$ cat src/rtl/ether_tx.sv
// RMII transmit framer: preamble, SFD, payload, optional zero-pad, FCS and
// inter-packet gap, driven from a dibit valid/ready/last stream.
module ether_tx #(
    parameter int PAD_EN     = 1,
    parameter int MIN_DIBITS = 240,
    parameter int IPG_DIBITS = 48
) (
    input  logic       clk,
    input  logic       rst,
    input  logic       axiiv,
    input  logic [1:0] axiid,
    input  logic       axiil,
    output logic       axiir,
    output logic       txen,
    output logic [1:0] txd,
    output logic       underrun
);

    typedef enum logic [2:0] {IDLE, PRE, SFD, DATA, PAD, FCS, IPG} state_t;

    localparam logic [31:0] CRC_INIT = 32'hFFFF_FFFF;
    localparam logic [31:0] CRC_POLY = 32'hEDB8_8320;
    localparam logic [12:0] CNT_MAX  = 13'h1FFF;
    localparam logic [12:0] MIN_CNT  = 13'(MIN_DIBITS);
    localparam logic [7:0]  PRE_LAST = 8'd31;
    localparam logic [7:0]  IPG_LAST = 8'(IPG_DIBITS - 1);

    state_t      state;
    logic [31:0] crc;
    logic [31:0] crc_inv;
    logic [12:0] cnt;
    logic [12:0] cnt_nxt;
    logic [7:0]  tmr;

    // Reflected CRC-32, two bits per call, d[0] shifted in first.
    function automatic logic [31:0] crc_dibit(input logic [31:0] c, input logic [1:0] d);
        logic [31:0] r;
        r = c;
        for (int i = 0; i < 2; i++) begin
            r = (r[0] ^ d[i]) ? ((r >> 1) ^ CRC_POLY) : (r >> 1);
        end
        return r;
    endfunction

    function automatic logic [12:0] sat_inc(input logic [12:0] v);
        return (v == CNT_MAX) ? v : v + 13'd1;
    endfunction

    assign cnt_nxt = sat_inc(cnt);
    assign crc_inv = ~crc;
    assign axiir   = (state == SFD) || (state == DATA);

    always_ff @(posedge clk or negedge rst) begin
        if (!rst) begin
            state    <= IDLE;
            txen     <= 1'b0;
            txd      <= 2'b00;
            underrun <= 1'b0;
            crc      <= CRC_INIT;
            cnt      <= '0;
            tmr      <= '0;
        end else begin
            underrun <= 1'b0;
            case (state)
                IDLE: begin
                    txen <= 1'b0;
                    txd  <= 2'b00;
                    if (axiiv) begin
                        state <= PRE;
                        txen  <= 1'b1;
                        txd   <= 2'b01;
                        tmr   <= 8'd1;
                    end
                end
                PRE: begin
                    if (tmr == PRE_LAST) begin
                        state <= SFD;
                        txd   <= 2'b11;
                        tmr   <= '0;
                    end else begin
                        txd <= 2'b01;
                        tmr <= tmr + 8'd1;
                    end
                end
                SFD, DATA: begin
                    if (axiiv) begin
                        txd <= axiid;
                        crc <= crc_dibit(crc, axiid);
                        cnt <= cnt_nxt;
                        if (axiil) begin
                            tmr <= '0;
                            if (PAD_EN != 0 && cnt_nxt < MIN_CNT) begin
                                state <= PAD;
                            end else begin
                                state <= FCS;
                            end
                        end else begin
                            state <= DATA;
                        end
                    end else begin
                        // Source starved us mid-frame: abort without FCS.
                        state    <= IPG;
                        txen     <= 1'b0;
                        txd      <= 2'b00;
                        underrun <= 1'b1;
                        crc      <= CRC_INIT;
                        cnt      <= '0;
                        tmr      <= '0;
                    end
                end
                PAD: begin
                    txd <= 2'b00;
                    crc <= crc_dibit(crc, 2'b00);
                    cnt <= cnt_nxt;
                    if (cnt_nxt >= MIN_CNT) begin
                        state <= FCS;
                        tmr   <= '0;
                    end
                end
                FCS: begin
                    txd <= crc_inv[{tmr[3:0], 1'b0} +: 2];
                    if (tmr[3:0] == 4'd15) begin
                        state <= IPG;
                        tmr   <= '0;
                    end else begin
                        tmr <= tmr + 8'd1;
                    end
                end
                IPG: begin
                    txen <= 1'b0;
                    txd  <= 2'b00;
                    crc  <= CRC_INIT;
                    cnt  <= '0;
                    if (tmr == IPG_LAST) begin
                        state <= IDLE;
                        tmr   <= '0;
                    end else begin
                        tmr <= tmr + 8'd1;
                    end
                end
                default: state <= IDLE;
            endcase
        end
    end

endmodule

$ cat config.mk
export PLATFORM = sky130hd
export DESIGN_NAME = ether_tx
export DESIGN_NICKNAME = d
export VERILOG_FILES = /design/src/rtl/ether_tx.sv
export SDC_FILE = /design/constraint.sdc
export NUM_CORES = 1
export LEC_CHECK = 0
export BUFFER_PORTS_ARGS = -buffer_cell sky130_fd_sc_hd__buf_2
export CORE_ASPECT_RATIO = 0.5
export CORE_MARGIN = 2
export CORE_UTILIZATION = 45
export CTS_BUF_LIST = sky130_fd_sc_hd__clkbuf_4
export DETAILED_ROUTE_END_ITERATION = 16
export GPL_ROUTABILITY_DRIVEN = 0
export PLACE_DENSITY_LB_ADDON = 0.3
export SLEW_MARGIN = 30
export SYNTH_ARGS = -nofsm -noshare
export SYNTH_HDL_FRONTEND = slang
export SYNTH_SLANG_ARGS = --single-unit
export TNS_END_PERCENT = 50
$ cat constraint.sdc
create_clock -name clk -period 2.3 [get_ports clk]
set_input_delay 0.46 -clock clk [delete_from_list [all_inputs] [get_ports clk]]
set_output_delay 0.46 -clock clk [all_outputs]
set_load 0.02 [all_outputs]
### Yosys cells after proc, flatten, opt, wreduce, memory -nomap -nowiden

Cells that the tools add are included.

| word-level totals | value |
|---|---|
| flip-flop bits (word level) | 60 |
| input port bits | 6 |
| output and inout port bits | 5 |
| logic and storage cells | 81 |

| cells by class | value |
|---|---|
| add/sub/neg operators | 2 |
| magnitude comparators | 2 |
| eq/ne operators | 17 |
| shifts and indexed selects | 1 |
| multiplexer cells | 35 |
| bitwise gates (word level) | 6 |
| reduce and logical (&&, ||, !) cells | 11 |

Operator list:

| operator | number |
|---|---|
| $mux W32 | 5 |
| $pmux W32 S3 | 1 |
| $mux W8 | 7 |
| $pmux W8 S6 | 1 |
| $not A13 Y14 | 3 |
| $pmux W13 S3 | 1 |
| $not A32 Y32 | 1 |
| $shiftx A32 B6 Y2 | 1 |
| $mux W13 | 2 |
| $mux W3 | 7 |
| $pmux W3 S6 | 1 |
| $add A13 B1 Y13 const B | 1 |
| $eq A13 B13 Y1 const B | 1 |
| $ge A13 B8 Y1 const B | 1 |
| $lt A13 B8 Y1 const B | 1 |
| $ne A2 B2 Y1 const B | 6 |
| $pmux W2 S5 | 1 |
| $eq A3 B3 Y1 const B | 3 |
| $add A8 B1 Y8 const B | 1 |
| $eq A8 B5 Y1 const B | 1 |
| $eq A8 B6 Y1 const B | 1 |
| $eq A3 B2 Y1 const B | 2 |
| $mux W1 | 6 |
| $reduce_bool A3 Y1 | 2 |
| other kinds (14) | 17 |

### Depth between registers and ports, before layout

| depth | value |
|---|---|
| depth after elaboration | 7 |
| depth in mapped cells | 8 |
| gate-level depth less buffers | 7 |

### Worst setup path after synthesis

OpenSTA, ideal clock, no wires.

| timing path | value |
|---|---|
| path kind | flip-flop to flip-flop |
| from | register cnt[0] |
| to | register tmr[0] |
| library setup time | 125 ps |
| arrival time | 2132 ps |
| data required time | 2175 ps |
| path slack | 43 ps |
| cell stages (with the launch flop) | 8 |
| buffers on the path | 0 |
| period minus slack after synthesis | 2257 ps |
| cell sequence | dfrtp_1 > ha_1 > and4_4 > or4_1 > o221ai_2 > a22oi_2 > a41oi_4 > mux2_4 |

| on the way | value |
|---|---|
| word-level cells in the longest chain between the ends | 5 |
| elaborated cells on any way between the ends | 6 |
| those cells by class | 1 x add/sub; 1 x order compare; 2 x eq/ne; 1 x mux; 1 x reduce/logical |

RTL lines:

| element | line | source |
|---|---|---|
| start, declared | 31 | `logic [12:0] cnt;` |
| start signal, assigned | 89 | `cnt <= cnt_nxt;` |
| start signal, assigned | 114 | `cnt <= cnt_nxt;` |
| $add A13 B1 Y13 or $eq A13 B13 Y1 (tied branches) | 46 | `return (v == CNT_MAX) ? v : v + 13'd1;` |
| $mux W13 (*) | 46 |  |
| $ge A13 B8 Y1 (*) | 115 | `if (cnt_nxt >= MIN_CNT) begin` |
| $ne A2 B2 Y1 (no line) (*) | n/a |  |
| $reduce_and A4 Y1 (no line) (*) | n/a |  |
| end signal, assigned | 82 | `tmr <= tmr + 8'd1;` |
| end signal, assigned | 126 | `tmr <= tmr + 8'd1;` |
| end signal, assigned | 138 | `tmr <= tmr + 8'd1;` |
| end, declared | 33 | `logic [7:0] tmr;` |

Every way passes the cells marked *; elsewhere a longest branch is shown, timed or not.
A chain may end at the register's enable or synchronous reset.

### Worst setup path after layout

Ends and elaborated chain as after synthesis.

==> flow_metrics.py <==
metrics = {
    "synthesis": {
        "yosys.area.top_type": "dfstp_2",
        "synthFlopType": "dfstp_2",
        "yosys-top-cells-count": "51 x nand2_1, 46 x o21ai_0, 44 x a21oi_1, 32 x dfstp_2, 28 x dfrtp_1",
        "synthArstFlopShare_pct": 100,
        "netlist_area_um2": 3790,
        "yosysWarnings": 0,
        "synth.most_common_cell": "nand2_1",
        "ys_seq_area_share_pct": 40.7,
        "synth_top_area_share_pct": 22.2,
        "netlist_instances": 403,
        "synth-seq-cells": 60,
        "syn_nets": 412,
        "syn_avg_cell_area_um2": 9.39,
        "yosys-top-cells-area": "dfstp_2 22%, dfrtp_1 19%, o21ai_0 6.1%, mux4_2 5.9%, a21oi_1 5.8%",
        "synth_edf_count": 0,
        "synth_cell_types": 64,
    },
    "global_route": {
        "grt_pass1_wl_um": 14100,
        "antenna_found_initial": 0,
        "grt_max_degree": 34,
        "grt_overflow_total": 0,
        "groute.usage.overall_pct": 20.2,
        "grt_pass1_vias": 2799,
    },
    "clock_tree": {
        "cts_tree": "built",
        "cts.clk_slew.worst_paths_ps": 100,
        "cts_made_buffers": 9,
        "cts.sinks": 60,
        "insertion_delay_ps": 420,
        "cts_root_buf": "clkbuf_4",
        "cts_max_level": 3,
        "clockBufferDepth": 2,
        "cts_setup_buffers": 0,
    },
    "route": {
        "num_vias": 3042,
        "drt_iter0_markers": 219,
        "ant_nets": 0,
        "via_per_inst": 5.69,
        "routed_wl_um": 8550,
        "drc_errors": 0,
        "drt_pass1_iterations": 5,
        "wire_per_inst_um": 16.0,
    },
    "timing": {
        "final_hold_viol_count": 0,
        "clock_skew_ps": 12.8,
        "slew_headroom_pct": 63.0,
        "drv_slew": 0,
        "setup_viol": 0,
        "fin_crit_ps": 2130,
        "fin_crit_sh_pct": 92.5,
        "setup_ws_ps": 173,
        "fin_setup_tns_ps": 0,
        "rsz0062_at_grt": "no",
        "tightestPinTransition_ps": 549,
        "max_freq_ghz": 0.470,
    },
    "cells_and_area": {
        "drive_gt1_share_pct": 25.8,
        "regArea_um2": 1540,
        "fin_util_pct": 51.4,
        "multi_input_area_um2": 2060,
        "final_area_um2": 4160,
        "fill_cells": 737,
        "fin_nets": 427,
        "antennaDiodeCount": 0,
        "area_growth_pct": 9.85,
    },
    "floorplan": {
        "coreArea_um2": 8090,
        "dieArea_um2": 9210,
        "num_io_pins": 11,
        "die_y_um": 68.9,
        "die_w_um": 134,
        "start_util_pct": 46.8,
        "num_rows": 23,
    },
    "power": {
        "ir_drop_v": 0.000227,
        "p_per_area_nw_per_um2": 468,
        "p_leak_nw": 1.68,
    },
    "placement": {
        "place_area_um2": 4000,
        "io_buffers": 10,
        "hpwlAfterDp_um": 6060,
        "dp_slack_ps": 110,
    },
    "critical_path": {
        "path_class": "reg -> reg",
        "crit_path_end_kind": "flip-flop",
        "arrival_ps": 2440,
        "critPathMaxStageDelay_ps": 480,
        "path_max_fanout": 5,
        "start_kind": "flip-flop",
        "path_cells": "ha_2 -> and4_4 -> or4_1 -> o221ai_2 -> a22oi_2 -> a41oi_4 -> mux2_4",
        "crit_slowest_cell": "or4_1",
        "cp.required_ps": 2610,
    },
    "status": {
        "status": "finished clean",
    },
    "hold_path": {
        "hp-class": "in -> async",
    },
    "job": {
        "cap_violations": 0,
    },
}
## flip-flops by register name, indices dropped and copies added, names as in the netlist
name,flops
crc,32
cnt,13
txd,2
underrun,1
state,3
txen,1
tmr,8
## layout make-up
| class | instances | share of cell area, % |
|---|---|---|
| clock buffer | 10 | 1.81 |
| clock inverter | 6 | 1.90 |
| inverter | 13 | 1.17 |
| multi-input combinational | 304 | 49.6 |
| sequential | 60 | 37.1 |
| tap | 112 | 3.37 |
| timing repair buffer | 30 | 5.11 |
## power by group
part           switching (W)  internal, W  total (W)
Combinational      0.0000333    0.0000110  0.0000442
Sequential                 0      0.00106    0.00106
Clock               0.000401     0.000444   0.000845
## routing by layer
metal,share of wire [%],global-route usage [%]
met1,50,27.1
met2,44,31.4
met3,5.6,6.87
met4,0.42,5.98
met5,0,0
## through the flow
step / power (W) / hold slack, ps / cells
after floorplan: 0.00109 / 164 / 403
after global placement: 0.00112 / 476 / 519
after detailed placement: 0.00112 / 481 / 519
after CTS: 0.00198 / 6.65 / 535
after global routing: 0.00203 / 0.366 / 535
final: 0.00195 / 32.7 / 535
## critical path, delay by kind of cell, from the launching register on
family	cells	cell delay, ps
simple gates	2	680
compound gates	3	410
flops	1	390
mux	1	310
fa+ha+maj	1	230
## logic make-up after synthesis
| group | Yosys count | share of synthesized area (%) |
|---|---|---|
| adders and majority gates | 3 | 0.992 |
| muxes | 19 | 8.46 |
| buffers and inverters | 39 | 4.99 |
| DFF | 60 | 40.7 |
| xor gates and xnor gates | 23 | 5.52 |
| AOI/OAI and AO/OA | 135 | 22.5 |
| and+or+nand+nor | 124 | 16.8 |
## repair_timing
action | CTS | global route
hold endpoints to repair | 0 | 0
setup endpoints to repair | 0 | 5
gates resized for setup | 0 | 1
hold buffers | 0 | 0
## worst paths after layout
path,cells past startpoint,from,slack (ps),endpoint
setup / recovery,7,cnt[0],170,tmr[0]
hold / removal,1,rst,30,crc[26]
max in group asynchronous,2,rst,1880,crc[2]
hold reg to reg,2,crc[15],490,crc[15]
min in group clk,2,axiiv,350,underrun
setup reg to reg,7,cnt[0],170,tmr[0]
## placed cells by master, fill, tap and decap left out, types with 11 or more instances in the layout
cell type / n
nand2_1: 51
o21ai_0: 45
nor2_1: 24
xnor2_1: 14
nand3_1: 11
o22a_1: 12
inv_1: 13
dfstp_2: 32
a21oi_1: 44
buf_4: 19
dfrtp_1: 28
(Power assumes the default switching activity.)
